==> src/rtl/gcd_engine_if.sv <==
// rtl/gcd_engine_if.sv - operand/result handshake bundle for gcd_engine
interface gcd_engine_if #(
  parameter int WIDTH = 16,
  parameter int CNT_W = 16
);
  logic             in_valid;
  logic             in_ready;
  logic [WIDTH-1:0] in_a;
  logic [WIDTH-1:0] in_b;
  logic             out_valid;
  logic             out_ready;
  logic [WIDTH-1:0] out_data;
  logic [CNT_W-1:0] out_iters;
  logic             busy;

  modport master (
    output in_valid, in_a, in_b, out_ready,
    input  in_ready, out_valid, out_data, out_iters, busy
  );

  modport slave (
    input  in_valid, in_a, in_b, out_ready,
    output in_ready, out_valid, out_data, out_iters, busy
  );
endinterface

==> src/rtl/gcd_engine.sv <==
// rtl/gcd_engine.sv - Euclidean swap/subtract GCD engine with saturating step counter
module gcd_engine #(
  parameter int WIDTH = 16,
  parameter int CNT_W = 16
) (
  input  logic         clk,
  input  logic         reset,
  gcd_engine_if.slave  bus
);

  typedef enum logic [1:0] {
    ST_IDLE = 2'd0,
    ST_BUSY = 2'd1,
    ST_DONE = 2'd2
  } state_t;

  state_t           state_q;
  logic [WIDTH-1:0] x_q;
  logic [WIDTH-1:0] y_q;
  logic [WIDTH-1:0] result_q;
  logic [CNT_W-1:0] count_q;
  logic [CNT_W-1:0] count_d;
  logic [CNT_W-1:0] iters_q;
  logic             in_ready_q;
  logic             out_valid_q;
  logic             busy_q;

  // Counter sticks at all-ones; the x/y iteration itself is unaffected.
  assign count_d = (&count_q) ? count_q : count_q + 1'b1;

  always_ff @(posedge clk) begin
    if (reset) begin
      state_q     <= ST_IDLE;
      x_q         <= '0;
      y_q         <= '0;
      result_q    <= '0;
      count_q     <= '0;
      iters_q     <= '0;
      in_ready_q  <= 1'b1;
      out_valid_q <= 1'b0;
      busy_q      <= 1'b0;
    end else begin
      case (state_q)
        ST_IDLE: begin
          if (bus.in_valid) begin
            x_q        <= bus.in_a;
            y_q        <= bus.in_b;
            count_q    <= '0;
            state_q    <= ST_BUSY;
            in_ready_q <= 1'b0;
            busy_q     <= 1'b1;
          end
        end
        ST_BUSY: begin
          if (y_q == '0 || x_q == '0) begin
            result_q    <= (y_q == '0) ? x_q : y_q;
            iters_q     <= count_q;
            state_q     <= ST_DONE;
            busy_q      <= 1'b0;
            out_valid_q <= 1'b1;
          end else if (x_q > y_q) begin
            x_q     <= y_q;
            y_q     <= x_q;
            count_q <= count_d;
          end else begin
            y_q     <= y_q - x_q;
            count_q <= count_d;
          end
        end
        ST_DONE: begin
          // Return to IDLE only; a new pair can be taken from the next edge on.
          if (bus.out_ready) begin
            state_q     <= ST_IDLE;
            out_valid_q <= 1'b0;
            in_ready_q  <= 1'b1;
          end
        end
        default: begin
          state_q     <= ST_IDLE;
          in_ready_q  <= 1'b1;
          out_valid_q <= 1'b0;
          busy_q      <= 1'b0;
        end
      endcase
    end
  end

  assign bus.in_ready  = in_ready_q;
  assign bus.out_valid = out_valid_q;
  assign bus.busy      = busy_q;
  assign bus.out_data  = result_q;
  assign bus.out_iters = iters_q;

endmodule

==> src/flat_wrapper.sv <==
// flat-port wrapper written by rule: the top's interface ports become plain ports
module gcd_engine_flat 
#(
  parameter int WIDTH = 16,
  parameter int CNT_W = 16
)
  (clk, reset, bus_in_valid, bus_in_a, bus_in_b, bus_out_ready, bus_in_ready, bus_out_valid, bus_out_data, bus_out_iters, bus_busy);
  gcd_engine_if #(.WIDTH(WIDTH), .CNT_W(CNT_W)) bus_i ();
  input  logic clk;
  input  logic reset;
  input wire logic [$bits(bus_i.in_valid)-1:0] bus_in_valid;
  input wire logic [$bits(bus_i.in_a)-1:0] bus_in_a;
  input wire logic [$bits(bus_i.in_b)-1:0] bus_in_b;
  input wire logic [$bits(bus_i.out_ready)-1:0] bus_out_ready;
  output wire logic [$bits(bus_i.in_ready)-1:0] bus_in_ready;
  output wire logic [$bits(bus_i.out_valid)-1:0] bus_out_valid;
  output wire logic [$bits(bus_i.out_data)-1:0] bus_out_data;
  output wire logic [$bits(bus_i.out_iters)-1:0] bus_out_iters;
  output wire logic [$bits(bus_i.busy)-1:0] bus_busy;
  assign bus_i.in_valid = bus_in_valid;
  assign bus_i.in_a = bus_in_a;
  assign bus_i.in_b = bus_in_b;
  assign bus_i.out_ready = bus_out_ready;
  assign bus_in_ready = bus_i.in_ready;
  assign bus_out_valid = bus_i.out_valid;
  assign bus_out_data = bus_i.out_data;
  assign bus_out_iters = bus_i.out_iters;
  assign bus_busy = bus_i.busy;
  gcd_engine #(.WIDTH(WIDTH), .CNT_W(CNT_W)) u_core (.clk(clk), .reset(reset), .bus(bus_i));
endmodule
==> config.mk <==
export PLATFORM = sky130hd
export DESIGN_NAME = gcd_engine_flat
export DESIGN_NICKNAME = d
export VERILOG_FILES = /design/src/rtl/gcd_engine_if.sv /design/src/rtl/gcd_engine.sv /design/src/flat_wrapper.sv
export SDC_FILE = /design/constraint.sdc
export NUM_CORES = 1
export LEC_CHECK = 0
export ABC_AREA = 1
export CAP_MARGIN = 10
export CORE_UTILIZATION = 50
export CTS_BUF_LIST = sky130_fd_sc_hd__clkbuf_4
export DETAILED_ROUTE_END_ITERATION = 6
export GPL_TIMING_DRIVEN = 0
export PLACE_DENSITY = 0.81
export SYNTH_ARGS = -nofsm -noshare
export SYNTH_HDL_FRONTEND = slang
export SYNTH_SLANG_ARGS = --single-unit
==> constraint.sdc <==
create_clock -name clk -period 5.25 [get_ports clk]
set_input_delay 1.05 -clock clk [delete_from_list [all_inputs] [get_ports clk]]
set_output_delay 1.05 -clock clk [all_outputs]
set_load 0.05 [all_outputs]
==> impl_metrics.env <==
export IMPL_drive_gt1_share_pct=8.556
export IMPL_yosysTopAreaCell="dfxtp_1"
export IMPL_max_freq_mhz=370.9
export IMPL_tritoncts="done"
export IMPL_async_reset_ff_share_pct=0
export IMPL_htree_levels=3
export IMPL_combPwrFrac_pct=66.5
export IMPL_dp_hpwl_um=12160
export IMPL_post_cts_buffers=0
export IMPL_slew_violations=0
export IMPL_synth_area_leaders="dfxtp_1, nand2_1, o21ai_0, inv_1, nand3_1"
export IMPL_startpoint="u_core.bus.busy"
export IMPL_rows=37
export IMPL_cts_sinks=85
export IMPL_die_h_um=106.9
export IMPL_cpLargestDelayFamily="buffers and inverters"
export IMPL_slew_headroom_pct=49.80
export IMPL_p_sw_w=0.001953
export IMPL_vdd_drop_max_mv=0.2178
export IMPL_syn_to_final_growth_pct=17.87
export IMPL_ys_warnings_count=0
export IMPL_crit_path_end_kind="primary output"
export IMPL_seq_area_frac_synth_pct=30.95
export IMPL_power_density_mw_per_mm2=568.1
export IMPL_setup_viol=0
export IMPL_first_iter_violations=494
export IMPL_worst_pin_slew_ns=0.7530
export IMPL_reg2reg_slack_ns=2.85
export IMPL_clkPwrFrac_pct=9.6
export IMPL_min_path_type="flip-flop to flip-flop"
export IMPL_arrival_ns=1.65
export IMPL_holdWs_ns=0.4712
export IMPL_die_x_um=106.9
export IMPL_yosysMostFrequentCell="nand2_1"
export IMPL_slowest_stage="clkdlybuf4s50_1"
export IMPL_worstPathMaxFanout=2
export IMPL_crit_required_ns=4.20
export IMPL_netlist_area_mm2=0.005498
export IMPL_first_pass_iters=5
export IMPL_start_util_pct=52.32
export IMPL_period_share_pct=51.36
export IMPL_path_buf_inv=1
export IMPL_worst_path_stages=1
export IMPL_synth_edf_count=0
export IMPL_grt_usage_pct=28.72
export IMPL_ctsResizeCount=0
export IMPL_via_count=5840
export IMPL_worstPathCellList="clkdlybuf4s50_1"
export IMPL_r2r_end="u_core.x_q[7]"
export IMPL_critPathKind="flip-flop to primary output"
export IMPL_antenna_found_initial=0
export IMPL_fin_crit_ns=2.696
export IMPL_skew_ns=0.01832
export IMPL_path_clk_slew_ns=0.14
export IMPL_r2r_start="u_core.y_q[0]"
export IMPL_worst_setup_path_start_kind="flip-flop"
export IMPL_grt_first_pass_wirelength_um=25770
export IMPL_dieArea_mm2=0.01142
export IMPL_synth_top_area_share_pct=30.95
export IMPL_cts_buffers_inserted=9
export IMPL_cts_max_path_buffers=2
export IMPL_drc=0
export IMPL_gp_congestion=0.9230
export IMPL_clk_latency_ns=0.45
export IMPL_leakage_nw=2.824
export IMPL_wl_per_cell_um=14.79
export IMPL_synth_common_cells="nand2_1, inv_1, dfxtp_1, o21ai_0, nor2_1"
export IMPL_intPower_w=0.001729
export IMPL_clock_root_buffer="clkbuf_4"
export IMPL_yosysUniqueCellTypes=38
export IMPL_final_hold_violation_count=0
export IMPL_rsz0062_at_grt="false"
export IMPL_ys_flop_type="dfxtp_1"
export IMPL_grt_pass1_vias=5289
export IMPL_r2r_cells=15
export IMPL_finalSetupTns_ns=0
export IMPL_num_io_pins=71
export IMPL_postRouteAntennaNets=0
export IMPL_critPathMaxStageDelay_ns=0.81
export IMPL_maxCapViolations=0
export IMPL_totalWireLength_um=15840
export IMPL_hold_buffers=0
export IMPL_grt_max_degree=16
export IMPL_syn_num_nets=904
export IMPL_io_buffers=69
export IMPL_core_area_mm2=0.01051
export IMPL_syn_avg_cell_area_um2=6.468
export IMPL_synth_seq_cells=85
export IMPL_vias_per_cell=5.453
export IMPL_endpoint="bus_busy"
export IMPL_num_nets_final=984
export IMPL_syn_inst=850
export IMPL_overflow=0
export IMPL_seqPwrFrac_pct=23.9
export IMPL_status="completed"
export IMPL_swShare_pct=53.04
export IMPL_n_antenna_cell=0
==> how the worst min path moves through the flow <==
stage                   from            end  slack, ns  cells past startpoint
2_1_floorplan  u_core.x_q[2]  u_core.x_q[2]       0.44                      2
3_5_place_dp   u_core.x_q[4]  u_core.x_q[4]       0.45                      2
4_1_cts        u_core.x_q[4]  u_core.x_q[4]       0.47                      2
6_report       u_core.x_q[2]  u_core.x_q[2]       0.47                      2
3_3_place_gp   u_core.x_q[2]  u_core.x_q[2]       0.45                      2
5_1_grt        u_core.x_q[4]  u_core.x_q[4]       0.49                      2
==> cells by family (layout without fill, tap and decap cells) <==
kind of cell | Yosys count | in the layout | synth area share [%]
buffers and inverters | 151 | 236 | 11.54
and+or+nand+nor | 412 | 412 | 34.00
xor gates and xnor gates | 12 | 12 | 1.912
DFF | 85 | 85 | 30.95
adders and majority gates | 18 | 18 | 4.233
AOI/OAI and AO/OA | 172 | 172 | 17.36
==> power groups by stage <==
stage          clock network [W]  logic (W)  registers, W
2_1_floorplan                  0    0.00163       0.00107
3_3_place_gp                   0    0.00238      0.000888
3_5_place_dp                   0    0.00241      0.000891
4_1_cts                 0.000354    0.00242      0.000877
5_1_grt                 0.000381    0.00270      0.000895
6_report                0.000354    0.00245      0.000878
==> area by class of cell <==
cell class / count / area [um^2]
tap: 136 / 170.2
buffer: 42 / 225.2
timing repair buffer: 69 / 690.7
sequential: 85 / 1702
clock inverter: 6 / 46.29
clock buffer: 10 / 75.07
inverter: 109 / 409.1
multi-input combinational: 614 / 3162
fill: 1009 / 4029
==> state kept, by name (all words and copies together) (netlist names) <==
signal,cells
u_core.bus.out_data,16
u_core.bus.out_iters,16
u_core.count_q,16
u_core.x_q,16
u_core.y_q,16
u_core.state_q,2
u_core.bus.busy,1
u_core.bus.in_ready,1
u_core.bus.out_valid,1
==> cells in the final DEF, fill, tap and decap left out, drive strengths merged <==
master and instances:
dfxtp 85, inv 110, nor2 81, o21ai 83, nand4 14, fa 1, clkinvlp 2, buf 25
nor4 1, a21oi 71, xor2 8, clkbuf 27, xnor2 4, or3 1, a21boi 17, nand2 213
nor3 12, and2 1, clkdlybuf4s50 69, and3 1, nand3 88, o211ai 1, clkinv 3, ha 17
==> layer usage <==
metal / share of wire (%) / up-vias / GRT usage [%]
met2: 43 / 295 / 44.52
met3: 10 / 25 / 5.471
met1: 45 / 2614 / 40.42
met5: 0 / - / 0
li1: - / 2906 / -
met4: 1.8 / 0 / 8.317
==> per-stage QoR <==
step           util, %  total power [W]  instances  setup WS (ns)  cell area [um^2]
2_1_floorplan        -         0.002704        850          3.136              5498
3_3_place_gp     60.51         0.003266       1055          2.364              6359
3_5_place_dp     60.51         0.003299       1055          2.345              6359
4_1_cts          61.66         0.003649       1071          2.550              6480
5_1_grt          61.66         0.003982       1071          2.496              6480
6_report         61.66         0.003682       1071          2.554              6480
Note: power is estimated with default switching activity, not from simulation.
